<file path="config.mk">
export PLATFORM = sky130hd
export DESIGN_NAME = onehot_serial_encoder
export DESIGN_NICKNAME = d
export VERILOG_FILES = /design/src/rtl/onehot_serial_encoder.sv
export SDC_FILE = /design/constraint.sdc
export NUM_CORES = 1
export LEC_CHECK = 0
export BUFFER_PORTS_ARGS = -buffer_cell sky130_fd_sc_hd__buf_2
export CELL_PAD_IN_SITES_DETAIL_PLACEMENT = 1
export CELL_PAD_IN_SITES_GLOBAL_PLACEMENT = 1
export CORE_MARGIN = 2
export CORE_UTILIZATION = 42
export CTS_CLUSTER_SIZE = 12
export DETAILED_ROUTE_END_ITERATION = 10
export PLACE_DENSITY_LB_ADDON = 0.1
export RECOVER_POWER = 50
export REMOVE_ABC_BUFFERS = 1
export SLEW_MARGIN = 20
export SYNTH_ARGS = -nofsm -noshare
export SYNTH_HDL_FRONTEND = slang
export SYNTH_SLANG_ARGS = --single-unit
</file>
<file path="constraint.sdc">
create_clock -name clk -period 6.2 [get_ports clk]
set_clock_uncertainty 0.15 [all_clocks]
set_input_delay 0.62 -clock clk [delete_from_list [all_inputs] [get_ports clk]]
set_output_delay 0.62 -clock clk [all_outputs]
set_load 0.03 [all_outputs]
</file>
<file path="src/rtl/onehot_serial_encoder.sv">
// Serialises a request vector into binary indices, lowest set bit first.
// Define ONEHOT_ENC_LAST_EN to add the out_last port.
module onehot_serial_encoder #(
    parameter  int WIDTH = 8,
    localparam int IDX_W = $clog2(WIDTH)
) (
    input  logic             clk,
    input  logic             rst,
    input  logic             in_valid,
    output logic             in_ready,
    input  logic [WIDTH-1:0] in_bits,
    output logic             out_valid,
    input  logic             out_ready,
    output logic [IDX_W-1:0] out_idx,
    output logic [IDX_W:0]   pend_cnt
`ifdef ONEHOT_ENC_LAST_EN
    ,
    output logic             out_last
`endif
);

    typedef enum logic {IDLE, SERVE} state_t;

    state_t             state_q, state_d;
    logic [WIDTH-1:0]   pend_q, pend_d;
    logic [IDX_W-1:0]   idx_q, idx_d;
    logic [IDX_W:0]     cnt_q, cnt_d;
    logic               last_q, last_d;
    logic               upd;

    function automatic logic [IDX_W-1:0] lowest(input logic [WIDTH-1:0] p);
        logic [IDX_W-1:0] r;
        r = '0;
        // Scan downwards so the last hit is the lowest set bit
        for (int i = WIDTH - 1; i >= 0; i--) begin
            if (p[i]) r = IDX_W'(i);
        end
        return r;
    endfunction

    function automatic logic [IDX_W:0] popcnt(input logic [WIDTH-1:0] p);
        logic [IDX_W:0] c;
        c = '0;
        for (int i = 0; i < WIDTH; i++) begin
            c = c + (IDX_W + 1)'(p[i]);
        end
        return c;
    endfunction

    always_ff @(posedge clk or posedge rst) begin
        if (rst) begin
            state_q <= IDLE;
            pend_q  <= '0;
            idx_q   <= '0;
            cnt_q   <= '0;
            last_q  <= 1'b0;
        end else begin
            state_q <= state_d;
            pend_q  <= pend_d;
            idx_q   <= idx_d;
            cnt_q   <= cnt_d;
            last_q  <= last_d;
        end
    end

    always_comb begin
        state_d = state_q;
        pend_d  = pend_q;
        idx_d   = idx_q;
        cnt_d   = cnt_q;
        upd     = 1'b0;
        unique case (state_q)
            IDLE: begin
                if (in_valid && in_bits != '0) begin
                    pend_d  = in_bits;
                    state_d = SERVE;
                    upd     = 1'b1;
                end
            end
            SERVE: begin
                if (out_ready) begin
                    pend_d = pend_q & ~(WIDTH'(1) << idx_q);
                    if (pend_d == '0) begin
                        state_d = IDLE;
                        cnt_d   = '0;
                    end else begin
                        upd = 1'b1;
                    end
                end
            end
            default: state_d = IDLE;
        endcase
        // Index and count come from the next-pending value so both are flops
        if (upd) begin
            idx_d = lowest(pend_d);
            cnt_d = popcnt(pend_d);
        end
        last_d = (cnt_d == (IDX_W + 1)'(1));
    end

    assign in_ready  = (state_q == IDLE);
    assign out_valid = (state_q == SERVE);
    assign out_idx   = idx_q;
    assign pend_cnt  = cnt_q;
`ifdef ONEHOT_ENC_LAST_EN
    assign out_last  = last_q;
`else
    logic unused_last;
    assign unused_last = last_q;
`endif

endmodule

</file>
== Word level (Yosys, flattened, before mapping) ==
Index checks and enable logic that the tools add are counted.
Cells by class
  add/sub/neg operators: 7
  muxes and demuxes: 21
  order comparisons: 0
  multipliers: 0
  bitwise operators: 3
  equality and inequality tests: 0
  reductions and logical operators: 7
  div/mod/pow operators: 0
  shift operators: 1
Operators with widths (number)
  3-bit two-way mux: 8
  4-bit by 1-bit adder with 4-bit output: 4
  4-bit two-way mux: 4
  8-bit two-way mux: 2
  8-bit case mux with 2 select lines: 1
  8-bit bitwise AND: 1
  8-bit zero test: 1
  8-bit NOT: 1
  8-bit nonzero test: 1
  1-bit by 3-bit left shift with 8-bit output, first input constant: 1
  2-bit nonzero test: 3
  3-bit by 1-bit adder with 4-bit output: 1
  1-bit two-way mux: 4
  1-bit case mux with 2 select lines: 2
  2-bit by 1-bit adder with 3-bit output: 1
  3-bit AND reduction: 1
  1-bit by 1-bit adder with 2-bit output: 1
  1-bit logical AND: 1
  1-bit NOT: 1
Storage, ports and cells
  logic and storage cells: 43
  memories kept: 0
  bits in latches: 0
  memory bits (writable): 0
  bits of input ports: 12
  bits in registers: 16
  ROM bits: 0
  output and inout bits: 9

== Depth between registers and ports, before layout ==
  depth after elaboration: 13
  depth in mapped cells: 15
  mapped depth without buffers: 13

== Worst setup path after synthesis ==
Ideal clock, no wire load.
  path type: input port to flip-flop
  from: in in_valid
  to: reg cnt_q[2], in the netlist pend_cnt[2]
  stages on the path: 14
  data arrival time: 3659 ps
  buffers on the path: 2
  library setup time: 83 ps
  data required time: 5967 ps
  path slack: 2309 ps
  path through: nor2b_1 > buf_4 > a21boi_1 > buf_4 > o21a_1 > fa_1 > fa_1 > fa_1 > inv_1 > ha_1 > inv_1 > fa_1 > xor2_1 > o21ai_0
Between the ends
  cells in the longest elaborated chain, start to end: 11
  elaborated cells on any way between the ends: 17
  those cells by class: add/sub: 7; mux: 5; reduce/logical: 5
RTL lines
  start: declaration: line 9  | input logic in_valid,
  1-bit logical AND *: line 74  | if (in_valid && in_bits != '0) begin
  8-bit two-way mux: line 74
  8-bit case mux with 2 select lines: line 72  | unique case (state_q)
  1-bit by 1-bit adder with 2-bit output: line 45  | c = c + (IDX_W + 1)'(p[i]);
  2-bit by 1-bit adder with 3-bit output: line 45
  3-bit by 1-bit adder with 4-bit output: line 45
  4-bit by 1-bit adder with 4-bit output (4 in a row): line 45
  4-bit two-way mux: line 94  | if (upd) begin
  end signal: assignment: line 61  | cnt_q <= cnt_d;
  end: declaration: line 27  | logic [IDX_W:0] cnt_q, cnt_d;
Mark *: on every way between the ends. The rest lies on a longest branch, timed or not.
A chain may end at the register's enable or synchronous reset.

== Final worst setup path ==
  from: reg state_q, in the netlist out_valid
  to: reg cnt_q[2], in the netlist pend_cnt[2]
Between the ends
  cells in the longest elaborated chain, start to end: 10
  elaborated cells on any way between the ends: 15
  those cells by class: add/sub: 7; mux: 3; bitwise: 1; reduce/logical: 4
RTL lines
  start: declaration: line 24  | state_t state_q, state_d;
  start signal: assignment: line 58  | state_q <= state_d;
  1-bit NOT
  8-bit case mux with 2 select lines: line 72
  1-bit by 1-bit adder with 2-bit output: line 45
  2-bit by 1-bit adder with 3-bit output: line 45
  3-bit by 1-bit adder with 4-bit output: line 45
  4-bit by 1-bit adder with 4-bit output (4 in a row): line 45
  4-bit two-way mux: line 94
Several ways; a longest one is shown, not always the timed one.

==> results.py <==
metrics = {
    "synthesis": {
        "synthTopCellsByArea": "sky130_fd_sc_hd__dfrtp_1 37%, sky130_fd_sc_hd__fa_1 7.4%, sky130_fd_sc_hd__nand2_1 5.9%, sky130_fd_sc_hd__inv_1 5.2%, sky130_fd_sc_hd__o31ai_1 4.2%",
        "synth_area_um2": 1077,
        "synth_area_per_cell_um2": 9.208,
        "synth_cells": 117,
        "total_number_of_yosys_warnings": 0,
        "synth_cell_type_count": 38,
        "asyncSetResetFlopFracSynth_pct": 100.0,
        "synthMostInstantiatedCell": "sky130_fd_sc_hd__nand2_1",
        "synthDominantAreaCellType": "sky130_fd_sc_hd__dfrtp_1",
        "synth_seq_cells": 16,
        "synth_top_cells_by_count": "17 x sky130_fd_sc_hd__nand2_1, 16 x sky130_fd_sc_hd__dfrtp_1, 15 x sky130_fd_sc_hd__inv_1, 8 x sky130_fd_sc_hd__o21ai_0, 6 x sky130_fd_sc_hd__o31ai_1",
        "dominantRegCellSynth": "sky130_fd_sc_hd__dfrtp_1",
        "sequential_share_of_the_synthesized_area_pct": 37.17,
        "synth_edf_count": 0,
        "synth_top_area_share_pct": 37.17,
    },
    "global_route": {
        "antenna_found_initial": 0,
        "grt_pass1_vias": 916,
        "overall_global_routing_usage_pct": 21.25,
        "congestion_overflow_gr": 0,
        "grt_pass1_wl_mm": 4.298,
        "grt_start_max_net_pins": 17,
    },
    "worst_setup_path": {
        "delay_of_the_slowest_cell_on_the_worst_path_ns": 0.70,
        "worst_setup_path_start_kind": "flip-flop",
        "rr_endpoint": "pend_cnt[2]",
        "worst_r2r_path_depth": 12,
        "crit_path_end_kind": "flip-flop",
        "path_max_fanout": 11,
        "critical_path.n_buffers_inverters": 2,
        "worst-setup-path-type": "flip-flop to flip-flop",
        "arrival_time_at_the_worst_endpoint_ns": 4.55,
        "crit_path_cell_count": 12,
        "worstReg2RegStart": "out_valid",
        "worstSetupStartpoint": "out_valid",
        "timing.critical_path.max_delay_family": "adder cells",
        "worst_ep_required_time_ns": 6.26,
        "setup.worst_path.end": "pend_cnt[2]",
        "worst_path_most_repeated_cell": "sky130_fd_sc_hd__fa_1",
        "rrSetupSlack_ns": 1.71,
        "crit_path_cell_trace": "nor2b_1, a21boi_1, o21a_1, fa_1, fa_1, fa_1, inv_1, ha_1, inv_1, fa_1, xor2_1, o21ai_0",
        "critical_path.slowest_cell": "sky130_fd_sc_hd__a21boi_1",
    },
    "clock_tree": {
        "cts_tree": "done",
        "post-cts-setup-buffer-count": 0,
        "cts_max_level": 1,
        "ctsHoldBuffers": 0,
        "clkSinkCount": 16,
        "clk_pin_slew_ns": 0.10,
        "cts.path.max_buffers": 2,
        "cts_root_buf": "sky130_fd_sc_hd__clkbuf_4",
        "insertion_delay_ns": 0.29,
        "cts_made_buffers": 3,
        "post_cts_resized": 0,
    },
    "placement": {
        "port_buffers": 20,
        "gp_congestion": 0.8911,
        "placed_cells_incl_taps": 161,
        "dp_hpwl_mm": 2.228,
        "dpl_worst_slack_ns": 1.477,
    },
    "layout": {
        "finish.cell_count_without_fillers": 165,
        "antenna-diode-count": 0,
        "layout.nets": 155,
        "final.fill_count": 312,
        "fraction_of_final_layout_cells_with_drive_strength_greater_than_1_pct": 20.00,
        "area_growth_pct": 11.03,
        "multi_input_area_um2": 566.8,
        "final_core_util_pct": 48.73,
        "sequential_cell_area_um2": 400.4,
    },
    "detailed_routing": {
        "drtAntennaViolNets": 0,
        "drtPass1Iterations": 4,
        "vias_per_cell": 5.594,
        "avg_wl_per_cell_um": 16.62,
        "routed_wirelength_mm": 2.743,
        "number_of_violations_reported_at_the_end_of_detailed_routing_iteration_0": 10,
        "detail_route.drc_violations": 0,
        "routed-via-count": 923,
    },
    "sta": {
        "finalSetupViolations": 0,
        "hold_slack_ns": 0.2370,
        "timing_hold_violations_final": 0,
        "worst_slack_setup_final_ns": 1.714,
        "grt_setup_unrepaired": "false",
        "post_route_setup_tns_ns": 0,
        "worst_slew_margin_rel_pct": 49.61,
        "tightestPinTransition_ns": 0.7543,
        "finalCritPeriodShare_pct": 72.35,
        "timing.fmax_ghz": 0.2229,
        "timing.final.max_slew_violations": 0,
        "min_period_ns": 4.486,
    },
    "pwr": {
        "p_leak_nw": 0.5611,
        "power.density_cell_area_nw_per_um2": 662.5,
        "worst_ir_drop_vdd_uv": 352.8,
    },
    "die": {
        "core_area_um2": 2455,
        "boundaryPins": 21,
        "die_h_um": 54.65,
        "die_x_um": 54.65,
        "initial_cell_density_of_the_core_pct": 43.88,
        "num_rows": 18,
        "floorplan.die_area_um2": 2986,
    },
    "hold_path": {
        "worstHoldPathType": "primary input to async pin",
    },
    "run": {
        "cap_violations": 0,
    },
    "outcome": {
        "run_status": "finished clean",
    },
}
[worst reg2reg max path: stages (launching register included)]
cell and delay (ns):
sky130_fd_sc_hd__dfrtp_1 0.44, sky130_fd_sc_hd__nor2b_1 0.45, sky130_fd_sc_hd__a21boi_1 0.70, sky130_fd_sc_hd__o21a_1 0.34
sky130_fd_sc_hd__fa_1 0.47, sky130_fd_sc_hd__fa_1 0.52, sky130_fd_sc_hd__fa_1 0.41, sky130_fd_sc_hd__inv_1 0.06
sky130_fd_sc_hd__ha_1 0.16, sky130_fd_sc_hd__inv_1 0.06, sky130_fd_sc_hd__fa_1 0.37, sky130_fd_sc_hd__xor2_1 0.14
sky130_fd_sc_hd__o21ai_0 0.14
[per-stage QoR]
step / instance area, um^2 / total power [mW]
after floorplan: 1027 / 0.5929
after global placement: 1165 / 0.7208
after CTS: 1201 / 0.8081
after detailed placement: 1165 / 0.7364
final: 1196 / 0.7925
after global routing: 1196 / 0.8908
[registers in the layout (all words and copies together) (netlist names)]
register and cells:
pend_q 8, pend_cnt 4, out_idx 3, out_valid 1
[cells by family (layout without fill, tap and decap cells)]
family / count (synthesis) / after routing / synth area share, %
compound gates: 36 / 36 / 22.88
simple gates: 33 / 33 / 15.91
buf+inv: 22 / 40 / 10.22
flops: 16 / 16 / 37.17
fa+ha+maj: 7 / 7 / 10.92
mux: 2 / 2 / 2.090
xor+xnor: 1 / 1 / 0.8132
[cells in the final DEF, fill, tap and decap left out, drive strengths merged]
cell    netlist  layout
mux2          2       2
o21ba         1       1
o41ai         1       1
o21ai        11      11
dfrtp        16      16
fa            4       4
nor2          2       2
o32ai         1       1
nor4          2       2
o22ai         1       1
a32o          1       1
or4b          2       2
nand2b        2       2
and4          1       1
a22o          1       1
nor3          1       1
buf           6      16
o211ai        1       1
a21o          1       1
nand2        17      17
o311ai        1       1
nor2b         1       1
o221ai        1       1
o31ai         6       6
nand3         2       2
inv          15      15
or2b          1       1
clkbuf        0       8
o21a          4       4
or2           2       2
a21oi         4       4
xor2          1       1
ha            3       3
a21boi        1       1
clkinv        1       1
[metal layers]
layer	vias up	GRT usage [%]	share of wire [%]
li1	440	-	-
met1	458	26.36	46
met2	17	35.52	49
met3	8	2.459	2.0
met4	0	11.67	3.0
met5	-	0	0
[area by class of cell]
cell class,count,area share [%]
clock buffer,4,3.033
tap,30,3.138
multi-input combinational,79,47.38
inverter,16,5.021
timing repair buffer,20,7.950
sequential,16,33.47
[power breakdown]
| group | switching (mW) | internal (mW) |
|---|---|---|
| registers | 0.0538 | 0.152 |
| logic | 0.306 | 0.211 |
| clock network | 0.0335 | 0.0358 |
[worst min path at each step]
stage / startpoint / cells past startpoint / to
after floorplan: rst / 1 / out_idx[0]
after global placement: pend_cnt[0] / 2 / pend_cnt[0]
after detailed placement: pend_cnt[1] / 2 / pend_cnt[1]
after CTS: rst / 2 / pend_q[2]
after global routing: rst / 2 / pend_q[2]
final: rst / 2 / pend_q[2]
Power figures use the tool's default switching activity.
